===== src/rtl/config_pkg.sv =====
// Minimal core-configuration package for lpad_elp_ctrl.
// It provides only the configuration type and default used by this block,
// along with the two-state ELP type. Swap in the full project package when
// integrating into a complete core.
package config_pkg;

  typedef struct packed {
    int unsigned NrCommitPorts;
  } cva6_cfg_t;

  localparam cva6_cfg_t cva6_cfg_empty = '{NrCommitPorts: 32'd2};

  // Expected-landing-pad state.
  typedef enum logic {
    NO_LP_EXPECTED = 1'b0,
    LP_EXPECTED    = 1'b1
  } elp_t;

endpackage


===== src/rtl/lpad_elp_ctrl.sv =====
// lpad_elp_ctrl: owns the architectural ELP (expected landing pad) state and
// the copies of it that traps, xRETs and debug entry save and restore.
//
// Ports:
//   clk_i, rst_ni        clock, asynchronous active-low reset
//   elp_next_i           ELP after the landing-pad check of this cycle's commits
//   commit_ack_i         per-port commit acknowledge
//   trap_valid_i         trap taken this cycle
//   trap_to_s_i          trap targets S-mode (0 = M-mode)
//   mret_i, sret_i       xRET committed this cycle
//   lpe_ret_i            landing pads enabled in the mode being returned to
//   debug_req_i, dret_i  debug-mode entry / exit
//   csr_we_mpelp_i,
//   csr_we_spelp_i,
//   csr_wdata_i          software writes to mstatus.MPELP / sstatus.SPELP
//   elp_o                current ELP state (registered)
//   mpelp_o, spelp_o     saved ELP fields (registered)
//
// All outputs come straight from flops; there is no input-to-output path.
module lpad_elp_ctrl #(
  parameter config_pkg::cva6_cfg_t CVA6Cfg = config_pkg::cva6_cfg_empty
) (
  input  logic                             clk_i,
  input  logic                             rst_ni,
  input  config_pkg::elp_t                 elp_next_i,
  input  logic [CVA6Cfg.NrCommitPorts-1:0] commit_ack_i,
  input  logic                             trap_valid_i,
  input  logic                             trap_to_s_i,
  input  logic                             mret_i,
  input  logic                             sret_i,
  input  logic                             lpe_ret_i,
  input  logic                             debug_req_i,
  input  logic                             dret_i,
  input  logic                             csr_we_mpelp_i,
  input  logic                             csr_we_spelp_i,
  input  logic                             csr_wdata_i,
  output config_pkg::elp_t                 elp_o,
  output logic                             mpelp_o,
  output logic                             spelp_o
);

  import config_pkg::*;

  elp_t elp_q, elp_d;
  logic mpelp_q, mpelp_d;
  logic spelp_q, spelp_d;
  logic dpelp_q, dpelp_d;

  always_comb begin
    elp_d   = elp_q;
    dpelp_d = dpelp_q;
    // CSR writes land first; any event below that owns the same field
    // overwrites them, so trap/xRET always win over software.
    mpelp_d = csr_we_mpelp_i ? csr_wdata_i : mpelp_q;
    spelp_d = csr_we_spelp_i ? csr_wdata_i : spelp_q;

    if (debug_req_i) begin
      dpelp_d = elp_q;
      elp_d   = NO_LP_EXPECTED;
    end else if (trap_valid_i) begin
      if (trap_to_s_i) spelp_d = elp_q;
      else             mpelp_d = elp_q;
      elp_d = NO_LP_EXPECTED;
    end else if (dret_i) begin
      elp_d   = elp_t'(dpelp_q);
      dpelp_d = 1'b0;
    end else if (mret_i) begin
      // mret has precedence when both xRETs are flagged together.
      elp_d   = lpe_ret_i ? elp_t'(mpelp_q) : NO_LP_EXPECTED;
      mpelp_d = 1'b0;
    end else if (sret_i) begin
      elp_d   = lpe_ret_i ? elp_t'(spelp_q) : NO_LP_EXPECTED;
      spelp_d = 1'b0;
    end else if (|commit_ack_i) begin
      elp_d = elp_next_i;
    end
  end

  always_ff @(posedge clk_i or negedge rst_ni) begin
    if (!rst_ni) begin
      elp_q   <= NO_LP_EXPECTED;
      mpelp_q <= 1'b0;
      spelp_q <= 1'b0;
      dpelp_q <= 1'b0;
    end else begin
      elp_q   <= elp_d;
      mpelp_q <= mpelp_d;
      spelp_q <= spelp_d;
      dpelp_q <= dpelp_d;
    end
  end

  assign elp_o   = elp_q;
  assign mpelp_o = mpelp_q;
  assign spelp_o = spelp_q;

endmodule


===== config.mk =====
export PLATFORM = sky130hd
export DESIGN_NAME = lpad_elp_ctrl
export DESIGN_NICKNAME = d
export VERILOG_FILES = /design/src/rtl/config_pkg.sv /design/src/rtl/lpad_elp_ctrl.sv
export SDC_FILE = /design/constraint.sdc
export NUM_CORES = 1
export LEC_CHECK = 0
export ABC_AREA = 1
export CAP_MARGIN = 40
export CORE_AREA = 2 2 39 41
export DETAILED_ROUTE_END_ITERATION = 8
export DIE_AREA = 0 0 41 43
export PLACE_DENSITY = 0.59
export SLEW_MARGIN = 20
export SYNTH_ARGS = -nofsm -noshare
export SYNTH_HDL_FRONTEND = slang
export SYNTH_SLANG_ARGS = --single-unit

===== constraint.sdc =====
create_clock -name clk_i -period 0.9 [get_ports clk_i]
set_input_delay 0.135 -clock clk_i [delete_from_list [all_inputs] [get_ports clk_i]]
set_output_delay 0.135 -clock clk_i [all_outputs]
set_load 0.02 [all_outputs]

==> results.md, run 1 <==
* CTS HTree Levels at 1
* Final non-filler cell area at 574 µm²
* Die X at between 40 and 50 µm
* Initial Util at 20.3%
* Rel. slew slack at approximately 86%
* Non-filler cells, final at 84
* Buf/Inv on CP at 3
* Starting DRT DRC Count at 0
* Crit Path Max Fanout at 4
* Die ar. at ~0.0018 mm²
* Hold Buf Count CTS at 0
* Setup Skew at around 0.007 ns
* WL/cell at 9.71 µm
* Crit path max-delay family: flip-flops
* Vias in the first global route at approximately 340
* Core Region at between 0.001 and 0.0015 mm²
* Synth Flop Type: dfrtp_1
* Post-DP HPWL at approximately 630 µm
* Fill count at around 160
* Root Buffer: clkbuf_4
* Tmin final at a little over 1 ns
* Clk_lat worst skew at between 0.2 and 0.25 ns
* Maxcap violations at 0
* Sequential share of the synthesized area at a little over a third
* Cell count after placement at 80
* Die Span Y at 43 µm
* Fraction of layout cells with a size suffix above 1 at approximately a third
* Final RePlAce weighted congestion at around 0.74
* Slowest-stage cell, CP: dfrtp_2
* Pin count of the biggest net entering global routing at 7
* Crit path DAT at approximately 1.1 ns
* Fmax achieved at 995 MHz
* Syn Std Cell Area at 280 µm²
* Worst path required time at 1.02 ns
* Tot GR Track Use at 9.67%
* Via count at approximately 360
* Post-synthesis net count at between 50 and 60
* RSZ-0062 raised after global routing: yes
* Rows at 14
* Failing checks: setup timing
* Most common cell in the netlist: nand2_1
* ANT nets after route at 0
* Vias per cell at 4.32
* Layout Nets at 84
* IO Pins at 18
* Worst-Margin Slew at about 0.21 ns
* Asr flop ratio synth at 100%
* CP Cell Sequence: buf_6 -> inv_6 -> nand2_2 -> o22ai_2 -> nand2_1 -> nand2_1 -> inv_1
* Initial antenna violation count at 0
* Area leader, netlist: dfrtp_1
* Area Growth Syn to Fin at 105%
* Status: finished, violations left
* CTS tree: done
* CTS Buf Count at 3
* CP Class: register to register
* # diodes at 0
* Number of enable flip-flop cells after synthesis at 0
* Critical Path Max Stage Delay at approximately 0.40 ns
* Clock sink total at 4
* Critical Path Sink Type: register
* Setup TNS at -0.264 ns
* Wire length of the first global-routing pass at between 1000 and 1500 µm
* # setup viols final at 5
* Pins Over Slew Limit at 0
* Grt total ovfl at 0
* Cell area power density at between 1000 and 1500 mW/mm²
* Final Hold Viols at 0
* Type of the tightest min-delay check: input port to asynchronous set/reset pin
* Syn avg cell area at about 6.5 µm²
* Synth warnings at 0
* Maximum VDD drop at between 600 and 700 µV
* P_leak at between 0.2 and 0.3 nW
* Syn Inst Count at 43
* Period utilization at 112%
* Synth cell count leaders: nand2_1 (13), inv_1 (8), a21oi_1 (4), dfrtp_1 (4), nand3_1 (3)
* Post-Route WL at 816 µm
* Clock Pin Slew Worst Setup and Hold Paths at approximately 0.04 ns
* CP dominant cell by count: nand2_1
* PortBufs at 17
* Synth unique cells at 14
* Setup WS post-layout at -0.105 ns
* Top post-synthesis cells by area: dfrtp_1 (36%), nand2_1 (17%), inv_1 (11%)
* DRT Pass-1 Iters at 1
* Crit path launch type: register
* Synthesized flop and latch total at 4
* # DRC at 0
* Area after DPL at 502 µm²
* Max Root-Sink Buffers at 2
* Synth top area share at between 30% and 40%
## cell usage in the layout (no fill, tap or decap)
| cell type | synthesis | layout |
|---|---|---|
| a21oi_1 | 4 | 2 |
| a21oi_2 | 0 | 2 |
| a31oi_1 | 1 | 1 |
| buf_2 | 0 | 1 |
| buf_4 | 0 | 2 |
| buf_6 | 0 | 4 |
| clkbuf_1 | 0 | 1 |
| clkbuf_4 | 0 | 3 |
| clkdlybuf4s50_1 | 0 | 14 |
| dfrtp_1 | 4 | 3 |
| dfrtp_2 | 0 | 1 |
| inv_1 | 8 | 7 |
| inv_2 | 1 | 1 |
| inv_6 | 0 | 1 |
| nand2_1 | 13 | 11 |
| nand2_2 | 0 | 2 |
| nand3_1 | 3 | 1 |
| nand3_2 | 0 | 2 |
| nor2_1 | 2 | 1 |
| nor2_4 | 0 | 1 |
| o211ai_1 | 1 | 1 |
| o21ai_0 | 2 | 1 |
| o21ai_1 | 1 | 2 |
| o21bai_1 | 1 | 1 |
| o22ai_2 | 0 | 1 |
| o31ai_2 | 1 | 1 |
## stage by stage
stage	total power, mW	worst slack, ns	hold slack [ns]	utilization, %
4_1_cts	0.678	-0.130	0.0935	38.9
5_1_grt	0.728	-0.176	0.114	41.5
6_report	0.686	-0.105	0.0980	41.5
3_5_place_dp	0.418	-0.288	0.351	36.3
2_1_floorplan	0.283	-0.0320	-0.161	-
3_3_place_gp	0.417	-0.266	0.350	36.3
## worst register-to-register path, cell delays in order (launching register included)
cell and delay [ns]:
dfrtp_2 0.40, buf_6 0.12, inv_6 0.05, nand2_2 0.04, o22ai_2 0.13, nand2_1 0.06, nand2_1 0.05, inv_1 0.03
## per-layer routing
layer	up-vias	GRT usage, %	share of wire, %
met1	163	11.4	42
met4	0	6.00	0
li1	189	-	-
met3	0	1.57	8.1
met5	-	0	0
met2	11	15.3	50
## worst paths after layout
kind,from,to,slack (ns),cells past startpoint
worst max-delay path,elp_o$_DFFE_PN0P_,mpelp_o$_DFF_PN0_,-0.11,7
worst min register to register,dpelp_q$_DFFE_PN0P_,dpelp_q$_DFFE_PN0P_,0.53,2
worst min-delay path,rst_ni,dpelp_q$_DFFE_PN0P_,0.1,1
max in group asynchronous,rst_ni,elp_o$_DFFE_PN0P_,0.63,1
worst max register to register,elp_o$_DFFE_PN0P_,mpelp_o$_DFF_PN0_,-0.11,7
min in group clk_i,dpelp_q$_DFFE_PN0P_,dpelp_q$_DFFE_PN0P_,0.53,2
## logic make-up after synthesis
group	share of synthesized area, %
flip-flops	35.7
AND/OR/NAND/NOR	25.4
buffers and inverters	12.1
AO/OA/AOI/OAI	26.8
## cell type report
type	count	area (µm²)	share of cell area, %
Tap cell	16	20.0	3.49
Multi-Input combinational cell	30	183	31.8
Clock buffer	4	26.3	4.58
Sequential cell	4	101	17.6
Inverter	9	38.8	6.75
Timing Repair Buffer	21	205	35.7
## repair_timing
action | in CTS | in global routing
endpoints found under the setup margin | 6 | 7
pin swaps | 3 | 3
gates resized for setup | 20 | 9
setup buffers | 0 | 0
## sequential cells by signal (all words and copies together), names as in the netlist
name,flops
elp_o,1
mpelp_o,1
dpelp_q,1
spelp_o,1
## power by group
| part | internal [mW] | total [mW] | leakage, nW | switching [mW] |
|---|---|---|---|---|
| clock network | 0.166 | 0.239 | 0.0150 | 0.0727 |
| registers | 0.196 | 0.208 | 0.0489 | 0.0123 |
| logic | 0.135 | 0.239 | 0.204 | 0.104 |
| total | 0.497 | 0.686 | 0.268 | 0.189 |
Power figures use the tool's default switching activity.
==> run 2: changes to the inputs <==
--- a/config.mk
+++ b/config.mk
@@ -8,6 +8,7 @@
 export ABC_AREA = 1
 export CAP_MARGIN = 40
 export CORE_AREA = 2 2 39 41
+export CTS_BUF_LIST = sky130_fd_sc_hd__clkbuf_16
 export DETAILED_ROUTE_END_ITERATION = 8
 export DIE_AREA = 0 0 41 43
 export PLACE_DENSITY = 0.59
==> results.md, run 2 (same netlist as run 1, synthesis figures left out) <==
* CP dominant cell by count: nand2_1
* Pins Over Slew Limit at 0 (unchanged)
* Clock Pin Slew Worst Setup and Hold Paths at 0.03 ns (about the same)
* Die ar. at 0.00176 mm² (unchanged)
* Reg-to-reg slack, setup at -0.1 ns (about the same)
* CTS tree: done
* Grt total ovfl at 0 (unchanged)
* # setup viols final at 4 (-1)
* ANT nets after route at 0 (unchanged)
* P_leak at 0.294 nW (+9.8%)
* RR Endpoint: mpelp_o$_DFF_PN0_
* Final non-filler cell area at 618 µm² (+7.6%)
* Rel. slew slack at 86.1% (about the same)
* Crit Path Max Fanout at 4 (unchanged)
* Vias in the first global route at 350 (+1.7%)
* Period utilization at 111% (-0.83 points)
* DRT Pass-1 Iters at 1 (unchanged)
* Non-filler cells, final at 84 (unchanged)
* Final RePlAce weighted congestion at 0.737 (unchanged)
* Rows at 14 (unchanged)
* Type of the tightest min-delay check: input port to asynchronous set/reset pin
* Starting DRT DRC Count at 0 (unchanged)
* Layout Nets at 84 (unchanged)
* Reg2reg start: elp_o$_DFFE_PN0P_
* Worst path required time at 1.02 ns (about the same)
* Crit path DAT at 1.11 ns (-0.02 ns)
* Worst-Margin Slew at 0.207 ns (+0.000237 ns)
* Post-Route WL at 845 µm (+3.6%)
* Initial Util at 20.3% (unchanged)
* Slowest-stage cell, CP: dfrtp_2
* Fraction of layout cells with a size suffix above 1 at 30.9% (-1.5 points)
* Core Region at 0.00138 mm² (unchanged)
* Crit path launch type: register
* Cell count after placement at 80 (unchanged)
* Final Hold Viols at 0 (unchanged)
* Via count at 362 (-0.28%)
* Die X at 41 µm (unchanged)
* # DRC at 0 (unchanged)
* Fmax achieved at 1000 MHz (+0.75%)
* Fill count at 146 (-6.4%)
* Wire length of the first global-routing pass at 1260 µm (+5.2%)
* Pin count of the biggest net entering global routing at 7 (unchanged)
* Area after DPL at 502 µm² (unchanged)
* Switching power at 0.243 mW (+28%)
* Maxcap violations at 0 (unchanged)
* Cell area power density at 1850 mW/mm² (+55%)
* Commonest non-fill, non-tap cells in the layout: clkdlybuf4s50_1 (14), nand2_1 (11), inv_1 (8)
* Status: finished, violations left
* Internal at 0.902 mW (+82%)
* CP Class: register to register
* RSZ-0062 raised after global routing: yes
* Clock power share at 61.5% (+27 points)
* Crit path capture: mpelp_o$_DFF_PN0_
* Root Buffer: clkbuf_16
* Maximum VDD drop at 975 µV (+55%)
* Initial antenna violation count at 0 (unchanged)
* PortBufs at 17 (unchanged)
* Critical Path Max Stage Delay at 0.39 ns (about the same)
* CTS HTree Levels at 1 (unchanged)
* Sw Ratio at 21.2% (-6.4 points)
* FF-to-FF path depth at 7 (unchanged)
* CTS Buf Count at 3 (unchanged)
* Most common cell after layout, fill and taps aside: clkdlybuf4s50_1
* Clk_lat worst skew at 0.22 ns (about the same)
* Reg power frac at 18.2% (-12 points)
* Area Growth Syn to Fin at 121%
* Post-DP HPWL at 630 µm (unchanged)
* Die Span Y at 43 µm (unchanged)
* Failing checks: setup timing
* Hold Buf Count CTS at 0 (unchanged)
* Critical path launch point: elp_o$_DFFE_PN0P_
* CP Cell Sequence: buf_6 -> inv_6 -> nand2_2 -> o22ai_2 -> nand2_1 -> nand2_1 -> inv_1
* WL/cell at 10.1 µm (+3.6%)
* # diodes at 0 (unchanged)
* Tmin final at 0.998 ns (-0.00743 ns)
* Vias per cell at 4.31 (-0.28%)
* Clock sink total at 4 (unchanged)
* Post-CTS Setup Bufs at 0 (unchanged)
* IO Pins at 18 (unchanged)
* Max Root-Sink Buffers at 2 (unchanged)
* Combinational power share at 20.3% (-15 points)
* Tot GR Track Use at 10.6% (+0.91 points)
* Critical Path Sink Type: register
* Setup WS post-layout at -0.0978 ns (+0.00743 ns)
* Setup Skew at 0.00166 ns (-0.00526 ns)
-- run 2: cell types whose count changed in the layout (fill, tap and decap cells not counted), sizes merged --
cell and delta:
inv +1, clkbuf -1
-- run 2: power by group through the flow --
stage          sequential, mW  combinational, mW  clock [mW]
2_1_floorplan           0.223             0.0600           0
3_3_place_gp            0.207              0.210           0
3_5_place_dp            0.206              0.212           0
4_1_cts                 0.205              0.211       0.715
5_1_grt                 0.209              0.254       0.737
6_report                0.208              0.232       0.704
-- run 2: final cells by class --
cell class	count	area, µm²	share of cell area (%)
timing repair buffer	21	205	33.2
multi-input combinational	30	174	28.1
sequential	4	101	16.4
clock buffer	3	75.1	12.1
inverter	9	38.8	6.28
tap	16	20.0	3.24
clock inverter	1	3.75	0.607
-- run 2: worst min path at each step --
stage,startpoint,end,slack [ns],depth (start not counted)
after floorplan,rst_ni,dpelp_q$_DFFE_PN0P_,-0.16,0
after global placement,rst_ni,dpelp_q$_DFFE_PN0P_,0.35,1
after detailed placement,rst_ni,dpelp_q$_DFFE_PN0P_,0.35,1
after CTS,rst_ni,dpelp_q$_DFFE_PN0P_,0.11,1
after global routing,rst_ni,dpelp_q$_DFFE_PN0P_,0.13,1
final,rst_ni,dpelp_q$_DFFE_PN0P_,0.11,1
-- run 2: through the flow --
step	util, %	hold slack [ns]	TNS, ns	total power, mW	setup slack [ns]
5_1_grt	44.7	0.131	-0.523	1.20	-0.164
3_3_place_gp	36.3	0.350	-1.51	0.417	-0.266
3_5_place_dp	36.3	0.351	-1.51	0.418	-0.288
4_1_cts	42.2	0.113	-0.269	1.13	-0.122
2_1_floorplan	-	-0.161	-0.0320	0.283	-0.0320
6_report	44.7	0.111	-0.238	1.14	-0.0978
-- run 2: per-layer routing --
layer | part of all wire [%] | GRT usage, % | vias to the layer above
met1 | 44 | 12.0 | 162
met3 | 7.3 | 3.14 | 0
met4 | 0 | 8.00 | 0
li1 | - | - | 189
met2 | 49 | 15.6 | 11
met5 | 0 | 0 | -
-- run 2: critical path, delay by kind of cell, from the launching register on --
family | cells | cell delay [ns]
AND/OR/NAND/NOR | 3 | 0.15
buffers and inverters | 3 | 0.20
flip-flops | 1 | 0.39
AO/OA/AOI/OAI | 1 | 0.13
-- run 2: timing repair --
item / CTS / global route
hold endpoints to repair: 0 / 0
gates resized for setup: 18 / 9
endpoints found under the setup margin: 6 / 7
pin swaps: 3 / 3
cloned: 0 / 0
